$ cat config.mk
export PLATFORM = sky130hd
export DESIGN_NAME = gf2m_inv_iter
export DESIGN_NICKNAME = d
export VERILOG_FILES = /design/src/rtl/gf_pkg.sv /design/src/rtl/gf2m_mul.sv /design/src/rtl/gf2m_inv_iter.sv
export SDC_FILE = /design/constraint.sdc
export NUM_CORES = 1
export LEC_CHECK = 0
export ABC_AREA = 1
export ABC_CLOCK_PERIOD_IN_PS = 2500
export CAP_MARGIN = 20
export CORE_MARGIN = 2
export CORE_UTILIZATION = 56
export DETAILED_ROUTE_END_ITERATION = 7
export GPL_TIMING_DRIVEN = 0
export PLACE_DENSITY = 0.79
export SYNTH_ARGS = -nofsm -noshare
export SYNTH_HDL_FRONTEND = slang
export SYNTH_SLANG_ARGS = --single-unit
$ cat constraint.sdc
create_clock -name clk -period 2.5 [get_ports clk]
set_clock_uncertainty 0.05 [all_clocks]
set_input_delay 0.5 -clock clk [delete_from_list [all_inputs] [get_ports clk]]
set_output_delay 0.5 -clock clk [all_outputs]
set_load 0.03 [all_outputs]
$ cat src/rtl/gf_pkg.sv
// Shared GF(2^m) constants, inverter FSM encoding and a width-generic squaring helper
// used on the operand-load path of the iterative inverter.
package gf_pkg;

    localparam logic [7:0]  AES_POLY      = 8'h1B;
    localparam logic [3:0]  SUBFIELD_POLY = 4'h3;
    localparam int unsigned GF_MAX_W      = 16;

    typedef enum logic [1:0] {
        IDLE = 2'd0,
        CALC = 2'd1,
        DONE = 2'd2
    } inv_state_e;

    // Shift-and-add multiply over GF(2^m), m <= GF_MAX_W; operands live in the low m bits.
    function automatic logic [GF_MAX_W-1:0] gf_mul(
        input logic [GF_MAX_W-1:0] a,
        input logic [GF_MAX_W-1:0] b,
        input int unsigned         m,
        input logic [GF_MAX_W-1:0] poly
    );
        logic [GF_MAX_W-1:0] acc;
        logic [GF_MAX_W-1:0] sh;
        logic [GF_MAX_W-1:0] bs;
        logic [GF_MAX_W-1:0] mask;
        logic [GF_MAX_W-1:0] msb;
        mask = GF_MAX_W'((17'(1) << m) - 17'(1));
        msb  = GF_MAX_W'(17'(1) << (m - 1));
        acc  = '0;
        sh   = a & mask;
        bs   = b & mask;
        for (int i = 0; i < int'(GF_MAX_W); i++) begin
            if (bs[0]) begin
                acc = acc ^ sh;
            end
            if ((sh & msb) != '0) begin
                sh = ((sh << 1) ^ poly) & mask;
            end else begin
                sh = (sh << 1) & mask;
            end
            bs = bs >> 1;
        end
        return acc;
    endfunction

    function automatic logic [GF_MAX_W-1:0] gf_sq(
        input logic [GF_MAX_W-1:0] x,
        input int unsigned         m,
        input logic [GF_MAX_W-1:0] poly
    );
        return gf_mul(x, x, m, poly);
    endfunction

endpackage

$ cat src/rtl/gf2m_mul.sv
// Combinational GF(2^M) multiplier, reduction by x^M + POLY folded into each shift step.
module gf2m_mul #(
    parameter int unsigned  M    = 8,
    parameter logic [M-1:0] POLY = M'(8'h1B)
) (
    input  logic [M-1:0] a_i,
    input  logic [M-1:0] b_i,
    output logic [M-1:0] prod_o
);

    logic [M-1:0] acc;
    logic [M-1:0] sh;
    logic [M-1:0] bs;

    always_comb begin
        acc = '0;
        sh  = a_i;
        bs  = b_i;
        for (int i = 0; i < int'(M); i++) begin
            if (bs[0]) begin
                acc = acc ^ sh;
            end
            sh = sh[M-1] ? ((sh << 1) ^ POLY) : (sh << 1);
            bs = bs >> 1;
        end
        prod_o = acc;
    end

endmodule

$ cat src/rtl/gf2m_inv_iter.sv
// Iterative GF(2^M) inverter: a^(2^M-2) built as a^2 * a^4 * ... * a^(2^(M-1)),
// one square and one multiply per cycle, inv(0)=0, valid/ready on both sides.
module gf2m_inv_iter
    import gf_pkg::*;
#(
    parameter int unsigned  M     = 8,
    parameter logic [M-1:0] POLY  = M'(AES_POLY),
    parameter int unsigned  TAG_W = 4
) (
    input  logic             clk,
    input  logic             rst,
    input  logic             in_valid,
    output logic             in_ready,
    input  logic [M-1:0]     in_data,
    input  logic [TAG_W-1:0] in_tag,
    output logic             out_valid,
    input  logic             out_ready,
    output logic [M-1:0]     out_data,
    output logic [TAG_W-1:0] out_tag
);

    localparam int unsigned CNT_W = (M > 2) ? $clog2(M) : 1;

    inv_state_e         state_q, state_d;
    logic [M-1:0]       t_q, t_d;
    logic [M-1:0]       r_q, r_d;
    logic [CNT_W-1:0]   cnt_q, cnt_d;
    logic [TAG_W-1:0]   tag_q, tag_d;
    logic               out_valid_q, out_valid_d;
    logic               rdy_c;
    logic [M-1:0]       sq_in;
    logic [M-1:0]       sq_t;
    logic [M-1:0]       mul_r;

    assign sq_in = M'(gf_sq(GF_MAX_W'(in_data), M, GF_MAX_W'(POLY)));
    assign sq_t  = M'(gf_sq(GF_MAX_W'(t_q), M, GF_MAX_W'(POLY)));

    gf2m_mul #(
        .M    (M),
        .POLY (POLY)
    ) u_mul (
        .a_i    (r_q),
        .b_i    (sq_t),
        .prod_o (mul_r)
    );

    // Next-state, datapath update and handshake decode.
    always_comb begin
        state_d = state_q;
        t_d     = t_q;
        r_d     = r_q;
        cnt_d   = cnt_q;
        tag_d   = tag_q;
        rdy_c   = 1'b0;

        unique case (state_q)
            IDLE: begin
                rdy_c = 1'b1;
                if (in_valid) begin
                    t_d     = sq_in;
                    r_d     = sq_in;
                    tag_d   = in_tag;
                    cnt_d   = CNT_W'(M - 2);
                    state_d = (M == 2) ? DONE : CALC;
                end
            end
            CALC: begin
                t_d   = sq_t;
                r_d   = mul_r;
                cnt_d = (cnt_q != '0) ? cnt_q - CNT_W'(1) : '0;
                if (cnt_q <= CNT_W'(1)) begin
                    state_d = DONE;
                end
            end
            DONE: begin
                // Result hand-off and next operand load share one edge.
                rdy_c = out_ready;
                if (out_ready) begin
                    if (in_valid) begin
                        t_d     = sq_in;
                        r_d     = sq_in;
                        tag_d   = in_tag;
                        cnt_d   = CNT_W'(M - 2);
                        state_d = (M == 2) ? DONE : CALC;
                    end else begin
                        state_d = IDLE;
                    end
                end
            end
            default: begin
                state_d = IDLE;
            end
        endcase

        out_valid_d = (state_d == DONE);
    end

    always_ff @(posedge clk or posedge rst) begin
        if (rst) begin
            state_q     <= IDLE;
            t_q         <= '0;
            r_q         <= '0;
            cnt_q       <= '0;
            tag_q       <= '0;
            out_valid_q <= 1'b0;
        end else begin
            state_q     <= state_d;
            t_q         <= t_d;
            r_q         <= r_d;
            cnt_q       <= cnt_d;
            tag_q       <= tag_d;
            out_valid_q <= out_valid_d;
        end
    end

    assign in_ready  = rdy_c & ~rst;
    assign out_valid = out_valid_q;
    assign out_data  = r_q;
    assign out_tag   = tag_q;

endmodule

==> impl_results.rst, run 1 <==
.. list-table::
   :header-rows: 1

   * - Metric
     - Value
   * - Buffers on Ports
     - 26
   * - TritonCTS clock tree
     - built
   * - Final net count
     - 982
   * - Number of buffers on the longest clock path
     - 2
   * - Class of the most critical hold timing path
     - reg2reg
   * - Endpoint arrival time on the critical path
     - 3.06 ns
   * - Horizontal extent of the die
     - 98.4 µm
   * - Gr usage total
     - 29.9%
   * - TritonCTS sink count
     - 26
   * - Hold Fails Final Rpt
     - 0
   * - Synthesized netlist net count
     - 913
   * - Die ar.
     - 9680 µm²
   * - Number of optimization iterations in the first detailed-route pass
     - 5
   * - Transition time at the pin with the least slew margin
     - 0.586 ns
   * - Tmin final
     - 2.90 ns
   * - Number of enable-type register cells in the synthesized netlist
     - 0
   * - Via count
     - 5890
   * - Synth top area share
     - 26.3%
   * - Cell Count Post-Placement
     - 1027
   * - Vertical extent of the die
     - 98.4 µm
   * - Via count normalized by instance count
     - 5.51
   * - Share of layout cells above drive strength 1
     - 27.0%
   * - Total I/O pin count
     - 30
   * - Fin crit share
     - 116%
   * - Pin count of the biggest net entering global routing
     - 27
   * - Top area cells in the synthesized netlist
     - sky130_fd_sc_hd__nand2_1 (26%), sky130_fd_sc_hd__dfrtp_1 (13%), sky130_fd_sc_hd__nand3_1 (9.5%)
   * - Htree depth
     - 1
   * - Worst Setup Slack post-DPL
     - -0.933 ns
   * - Fin cells
     - 1069
   * - Total of max-cap violations
     - 0
   * - Master cell of the clock root buffer
     - sky130_fd_sc_hd__clkbuf_8
   * - Part of the Yosys area used for sequential elements
     - 13.0%
   * - Filler cell count
     - 698
   * - Area leader, netlist
     - sky130_fd_sc_hd__nand2_1
   * - Placer congestion estimate
     - 0.958
   * - Clk slew on worst S/H paths
     - 0.10 ns
   * - Antenna violations before repair
     - 0
   * - Wire length per cell
     - 14.6 µm
   * - Req. time, crit path
     - 2.66 ns
   * - Initial core utilization
     - 57.5%
   * - Post-route antenna net violation count
     - 0
   * - Post-route DRC violation count
     - 0
   * - RSZ-0062 raised after global routing
     - true
   * - Layout-stage area growth over the synthesis result
     - 30.5%
   * - Hold_buf cts
     - 0
   * - Number of failing setup endpoints in the final timing report
     - 10
   * - Count of standard-cell rows
     - 34
   * - Final-report max-slew violation count
     - 0
   * - HPWL after DPL
     - 10.6 mm
   * - Fmax
     - 0.345 GHz
   * - Crit path max fanout
     - 5
   * - Kind of start point of the critical path
     - flip-flop
   * - Top flip-flop cell by instance count after synthesis
     - sky130_fd_sc_hd__dfrtp_1
   * - Cell count after synthesis
     - 893
   * - Type of the worst setup path
     - reg2reg
   * - Count of distinct cell types in the synthesized netlist
     - 39
   * - Final Routed Wirelength
     - 15.6 mm
   * - TritonCTS Buffers
     - 3
   * - Result of the run
     - complete, but fails checks
   * - Diode count
     - 0
   * - Post-synthesis instance area
     - 4990 µm²
   * - Worst setup slack after layout
     - -0.400 ns
   * - Critical path endpoint category
     - flip-flop
   * - Async set or reset register ratio after synthesis
     - 100%
   * - First-pass GRT wire length
     - 24.1 mm
   * - YS warnings
     - 0
   * - Vias in the first global route
     - 5246
   * - #FFs+latches synth
     - 26
   * - Skew-Pair Late Insertion Delay
     - 0.28 ns
   * - Violations in the final reports
     - setup timing
   * - Average size of a mapped cell
     - 5.59 µm²
   * - Remaining global-route overflow
     - 0
   * - Worst slew margin relative to its limit
     - 60.8%
   * - Util after Layout
     - 75.0%
   * - Core region area
     - 8680 µm²
   * - Starting DRT DRC Count
     - 592
==> cell usage after synthesis, types with 2 or more instances <==
cell type                  count
sky130_fd_sc_hd__xor2_1       54
sky130_fd_sc_hd__o21ai_0      16
sky130_fd_sc_hd__nand2_1     349
sky130_fd_sc_hd__nand2_2      25
sky130_fd_sc_hd__nand3_2       8
sky130_fd_sc_hd__nand3b_1     10
sky130_fd_sc_hd__xnor2_1      38
sky130_fd_sc_hd__nand3_1      95
sky130_fd_sc_hd__a21oi_1      19
sky130_fd_sc_hd__clkbuf_2      2
sky130_fd_sc_hd__and3_1        2
sky130_fd_sc_hd__or2_2         3
sky130_fd_sc_hd__inv_2         9
sky130_fd_sc_hd__ha_1          4
sky130_fd_sc_hd__a22oi_1       3
sky130_fd_sc_hd__or2_1         2
sky130_fd_sc_hd__nand4_1      12
sky130_fd_sc_hd__xor2_2        4
sky130_fd_sc_hd__inv_4         2
sky130_fd_sc_hd__dfrtp_1      26
sky130_fd_sc_hd__nand2_4       2
sky130_fd_sc_hd__buf_2         7
sky130_fd_sc_hd__nor2_1       63
sky130_fd_sc_hd__inv_1       100
sky130_fd_sc_hd__clkbuf_1      6
sky130_fd_sc_hd__buf_6         5
sky130_fd_sc_hd__a21boi_1      6
sky130_fd_sc_hd__a31oi_1       2
sky130_fd_sc_hd__o21bai_1      3
sky130_fd_sc_hd__buf_4         6
sky130_fd_sc_hd__o21ai_1       2
==> critical path, stage by stage, from the launching register on <==
cell	delay (ns)
sky130_fd_sc_hd__dfrtp_2	0.50
sky130_fd_sc_hd__ha_4	0.29
sky130_fd_sc_hd__inv_6	0.09
sky130_fd_sc_hd__nand2_1	0.07
sky130_fd_sc_hd__nand2_1	0.10
sky130_fd_sc_hd__nand2_1	0.08
sky130_fd_sc_hd__nand2_2	0.09
sky130_fd_sc_hd__nand2_1	0.07
sky130_fd_sc_hd__xnor2_1	0.15
sky130_fd_sc_hd__or2_1	0.26
sky130_fd_sc_hd__nand2_4	0.12
sky130_fd_sc_hd__inv_1	0.10
sky130_fd_sc_hd__nor2_1	0.13
sky130_fd_sc_hd__xor2_1	0.34
sky130_fd_sc_hd__inv_1	0.08
sky130_fd_sc_hd__nand2_1	0.09
sky130_fd_sc_hd__nand3_2	0.07
sky130_fd_sc_hd__a21oi_2	0.15
==> state kept, by name, indices dropped and copies added (netlist names) <==
name and flops:
cnt_q 3, out_data 8, out_tag 4, out_valid 1, state_q 2, t_q 8
==> area by class of cell <==
class                      instances  area (µm²)  share of cell area (%)
inverter                         111         450                    6.92
sequential                        26         654                    10.0
buffer                            27         203                    3.11
timing repair buffer              64         574                    8.82
clock buffer                       3        41.3                   0.634
clock inverter                     1        30.0                   0.461
tap                              108         135                    2.08
multi-input combinational        729        4420                    67.9
==> cell usage in the layout (no fill, tap or decap), drive strengths merged, types with 10 or more instances in the layout <==
master,count
xor2,58
xnor2,39
clkbuf,12
buf,59
nand3b,10
nor2,63
nand4,12
a21oi,20
nand2,376
o21ai,18
dfrtp,26
clkdlybuf4s50,20
inv,110
nand3,103
==> through the flow <==
| stage | cell area [µm²] | hold slack (ns) | TNS [ns] |
|---|---|---|---|
| after floorplan | 5000 | 0.427 | 0 |
| after global placement | 5400 | 0.417 | -9.09 |
| after detailed placement | 5400 | 0.416 | -9.57 |
| after CTS | 6030 | 0.440 | -2.29 |
| after global routing | 6510 | 0.476 | -4.46 |
| final | 6510 | 0.434 | -2.85 |
==> cell families after synthesis <==
kind of cell | count (synthesis) | synth area share [%]
AND/OR/NAND/NOR | 572 | 49.7
buffers and inverters | 138 | 11.9
XOR/XNOR | 97 | 17.8
AO/OA/AOI/OAI | 56 | 6.54
flip-flops | 26 | 13.0
adder cells (fa/ha/maj) | 4 | 1.00
==> routing by layer <==
layer,vias to the layer above,part of all wire (%),track usage [%]
met4,0,3.8,9.69
met5,-,0,0
met3,61,7.2,3.44
li1,2904,-,-
met1,2654,41,39.0
met2,271,48,51.5
==> what timing repair did <==
action | 4_1_cts | 5_1_grt
gates cloned | 2 | 1
buffers inserted | 26 | 8
endpoints found under the setup margin | 15 | 15
resized for setup | 109 | 107
pin swaps | 44 | 70
==> path summary, 6_finish.rpt <==
kind | slack (ns) | to | cells past startpoint | start
max in group asynchronous | 1.39 | t_q[0]$_DFFE_PP0P_ | 3 | rst
worst min register to register | 0.43 | out_tag[3]$_DFFE_PP0P_ | 2 | out_tag[3]$_DFFE_PP0P_
worst max register to register | -0.40 | out_data[3]$_DFFE_PP0P_ | 17 | t_q[7]$_DFFE_PP0P_
min in group asynchronous | 0.54 | t_q[5]$_DFFE_PP0P_ | 2 | rst
worst min-delay path | 0.43 | out_tag[3]$_DFFE_PP0P_ | 2 | out_tag[3]$_DFFE_PP0P_
worst max-delay path | -0.40 | out_data[3]$_DFFE_PP0P_ | 17 | t_q[7]$_DFFE_PP0P_
Power of run 1 is not shown: default switching activity piles up to over one toggle a cycle in this logic, so the estimate is an artifact.
==> run 2: changes to the inputs <==
CORE_UTILIZATION = 28   (was 56)
PLACE_DENSITY = 0.46   (was 0.79)
==> run 2 against run 1 <==
  * The run still ends with setup timing left
  * Critical path depth up 4
  * Global-route usage decreased by 12 points
  * Sequential share of layout area fell by 0.55 points
  * Register-to-register slack improved by 0.04 ns
  * Die area increased by 95%
  * Utilization is 35 points lower
  * First-iteration DRC count fell by 60%
  * Critical endpoint unchanged
==> impl_results.rst, run 2 (synthesis gave the netlist of run 1 again) <==
.. list-table::
   :header-rows: 1

   * - Metric
     - Value
   * - Die ar.
     - 18900 µm²
   * - Req. time, crit path
     - 2.65 ns
   * - Number of optimization iterations in the first detailed-route pass
     - 5
   * - Met3 Use GR
     - 1.10%
   * - Starting DRT DRC Count
     - 238
   * - Placer congestion estimate
     - 0.867
   * - Final net count
     - 988
   * - Gr usage total
     - 18.3%
   * - Final Routed Wirelength
     - 17.0 mm
   * - Core region area
     - 17400 µm²
   * - Horizontal extent of the die
     - 137 µm
   * - Vertical extent of the die
     - 137 µm
   * - Crit path max fanout
     - 5
   * - Pin count of the biggest net entering global routing
     - 18
   * - Worst slew margin relative to its limit
     - 48.3%
   * - Fmax
     - 0.349 GHz
   * - Htree depth
     - 1
   * - Remaining global-route overflow
     - 0
   * - Met2 Usage GRT
     - 32.8%
   * - Layout-stage area growth over the synthesis result
     - 38.0%
   * - Diode count
     - 0
   * - Buffers on Ports
     - 26
   * - Fin crit share
     - 114%
   * - Worst setup slack after layout
     - -0.362 ns
   * - Antenna violations before repair
     - 0
   * - Cell Count Post-Placement
     - 1145
   * - TritonCTS clock tree
     - built
   * - Final-report max-slew violation count
     - 0
   * - Post-route antenna net violation count
     - 0
   * - Via count normalized by instance count
     - 4.67
   * - Total I/O pin count
     - 30
   * - Tightest hold margin
     - 0.440 ns
   * - Result of the run
     - complete, but fails checks
   * - Share of layout cells above drive strength 1
     - 30.5%
   * - Hold Fails Final Rpt
     - 0
   * - Post-route DRC violation count
     - 0
   * - Violations in the final reports
     - setup timing
   * - Combined area of the multi-input logic cells
     - 4550 µm²
   * - HPWL after DPL
     - 12.7 mm
   * - Commonest non-fill, non-tap cells in the layout
     - sky130_fd_sc_hd__nand2_1 (281), sky130_fd_sc_hd__inv_1 (86), sky130_fd_sc_hd__nand2_2 (67)
   * - Filler cell count
     - 1901
   * - Class of the most critical hold timing path
     - reg2reg
   * - Transition time at the pin with the least slew margin
     - 0.773 ns
   * - Most frequent standard cell in the layout excluding fill and tap cells
     - sky130_fd_sc_hd__nand2_1
   * - Skew-Pair Late Insertion Delay
     - 0.27 ns
   * - Number of buffers on the longest clock path
     - 2
   * - Clk slew on worst S/H paths
     - 0.07 ns
   * - Critical path endpoint category
     - flip-flop
   * - Via count
     - 5566
   * - Wire length per cell
     - 14.2 µm
   * - Hold_buf cts
     - 0
   * - TritonCTS Buffers
     - 3
   * - Master cell of the clock root buffer
     - sky130_fd_sc_hd__clkbuf_16
   * - RSZ-0062 raised after global routing
     - true
   * - Total of max-cap violations
     - 0
   * - Kind of start point of the critical path
     - flip-flop
   * - TritonCTS sink count
     - 26
   * - Fin cells
     - 1192
   * - Sequential standard cell area
     - 654 µm²
   * - Number of failing setup endpoints in the final timing report
     - 8
   * - Tmin final
     - 2.86 ns
   * - Vias in the first global route
     - 5240
   * - Type of the worst setup path
     - reg2reg
   * - Endpoint arrival time on the critical path
     - 3.01 ns
   * - Met1 global-route usage
     - 24.5%
   * - First-pass GRT wire length
     - 27.1 mm
   * - Layer with the highest usage after global routing
     - met2
   * - Initial core utilization
     - 28.7%
   * - Count of standard-cell rows
     - 48
run 2: cell count changes in the layout (fill, tap and decap cells not counted), moves of 4 or more:
| cell | delta |
|---|---|
| sky130_fd_sc_hd__buf_4 | +5 |
| sky130_fd_sc_hd__inv_1 | -4 |
| sky130_fd_sc_hd__nand2_1 | -12 |
| sky130_fd_sc_hd__nand2_2 | +6 |
| sky130_fd_sc_hd__nand2_4 | +6 |
| sky130_fd_sc_hd__xnor2_1 | -4 |
| sky130_fd_sc_hd__xnor2_2 | +4 |
run 2: repair_timing:
action                                  4_1_cts  5_1_grt
pin swaps                                    55       76
gates resized for setup                     133      134
gates cloned                                  3        0
setup buffers                                33       10
endpoints found under the setup margin       16       15
run 2: through the flow:
step / instance area (µm²) / TNS (ns) / utilization (%) / setup slack (ns)
global route: 6890 / -4.24 / 39.7 / -0.545
finish: 6890 / -2.60 / 39.7 / -0.362
detailed placement: 5570 / -10.64 / 32.1 / -0.952
CTS: 6410 / -2.37 / 36.9 / -0.323
floorplan: 5000 / 0 / - / 0.000581
global placement: 5550 / -10.93 / 31.9 / -0.996
run 2: cell type report:
type	instances	share of cell area (%)
multi-input cells	729	66.1
flip-flops and latches	26	9.50
repair buffers	70	8.94
inverters	111	6.74
well taps	225	4.09
plain buffers	27	3.11
clock buffers	3	1.09
clock inverters	1	0.436
run 2: worst max-delay path, stage by stage, from the launching register on:
cell and delay [ns]:
sky130_fd_sc_hd__dfrtp_2 0.50, sky130_fd_sc_hd__ha_4 0.35, sky130_fd_sc_hd__buf_6 0.11, sky130_fd_sc_hd__nand2_2 0.04, sky130_fd_sc_hd__nand2_2 0.10, sky130_fd_sc_hd__nand2_4 0.08
sky130_fd_sc_hd__inv_2 0.06, sky130_fd_sc_hd__nand2_2 0.05, sky130_fd_sc_hd__nand2_4 0.09, sky130_fd_sc_hd__nand2_2 0.06, sky130_fd_sc_hd__inv_2 0.07, sky130_fd_sc_hd__nor2_4 0.04
sky130_fd_sc_hd__nand2_1 0.05, sky130_fd_sc_hd__nand3_1 0.08, sky130_fd_sc_hd__nand2_2 0.12, sky130_fd_sc_hd__buf_6 0.14, sky130_fd_sc_hd__nand2_1 0.08, sky130_fd_sc_hd__xnor2_2 0.15
sky130_fd_sc_hd__nand3b_1 0.19, sky130_fd_sc_hd__nand3_1 0.10, sky130_fd_sc_hd__nand3_2 0.10, sky130_fd_sc_hd__a21oi_2 0.16
run 2: worst paths after layout:
kind,startpoint,end,slack [ns],cells after the start
max,t_q[7]$_DFFE_PP0P_,out_data[3]$_DFFE_PP0P_,-0.36,21
min,out_tag[1]$_DFFE_PP0P_,out_tag[1]$_DFFE_PP0P_,0.44,2
max reg2reg,t_q[7]$_DFFE_PP0P_,out_data[3]$_DFFE_PP0P_,-0.36,21
min reg2reg,out_tag[1]$_DFFE_PP0P_,out_tag[1]$_DFFE_PP0P_,0.44,2
max in group asynchronous,rst,t_q[0]$_DFFE_PP0P_,1.41,3
min in group asynchronous,rst,out_valid$_DFF_PP0_,0.53,2
run 2: metal layers:
metal | vias to the layer above | share of wire [%]
met5 | - | 0
met1 | 2569 | 47
met4 | 0 | 0.62
li1 | 2916 | -
met3 | 8 | 2.6
met2 | 73 | 50
Power of run 2 is left out for the same reason.
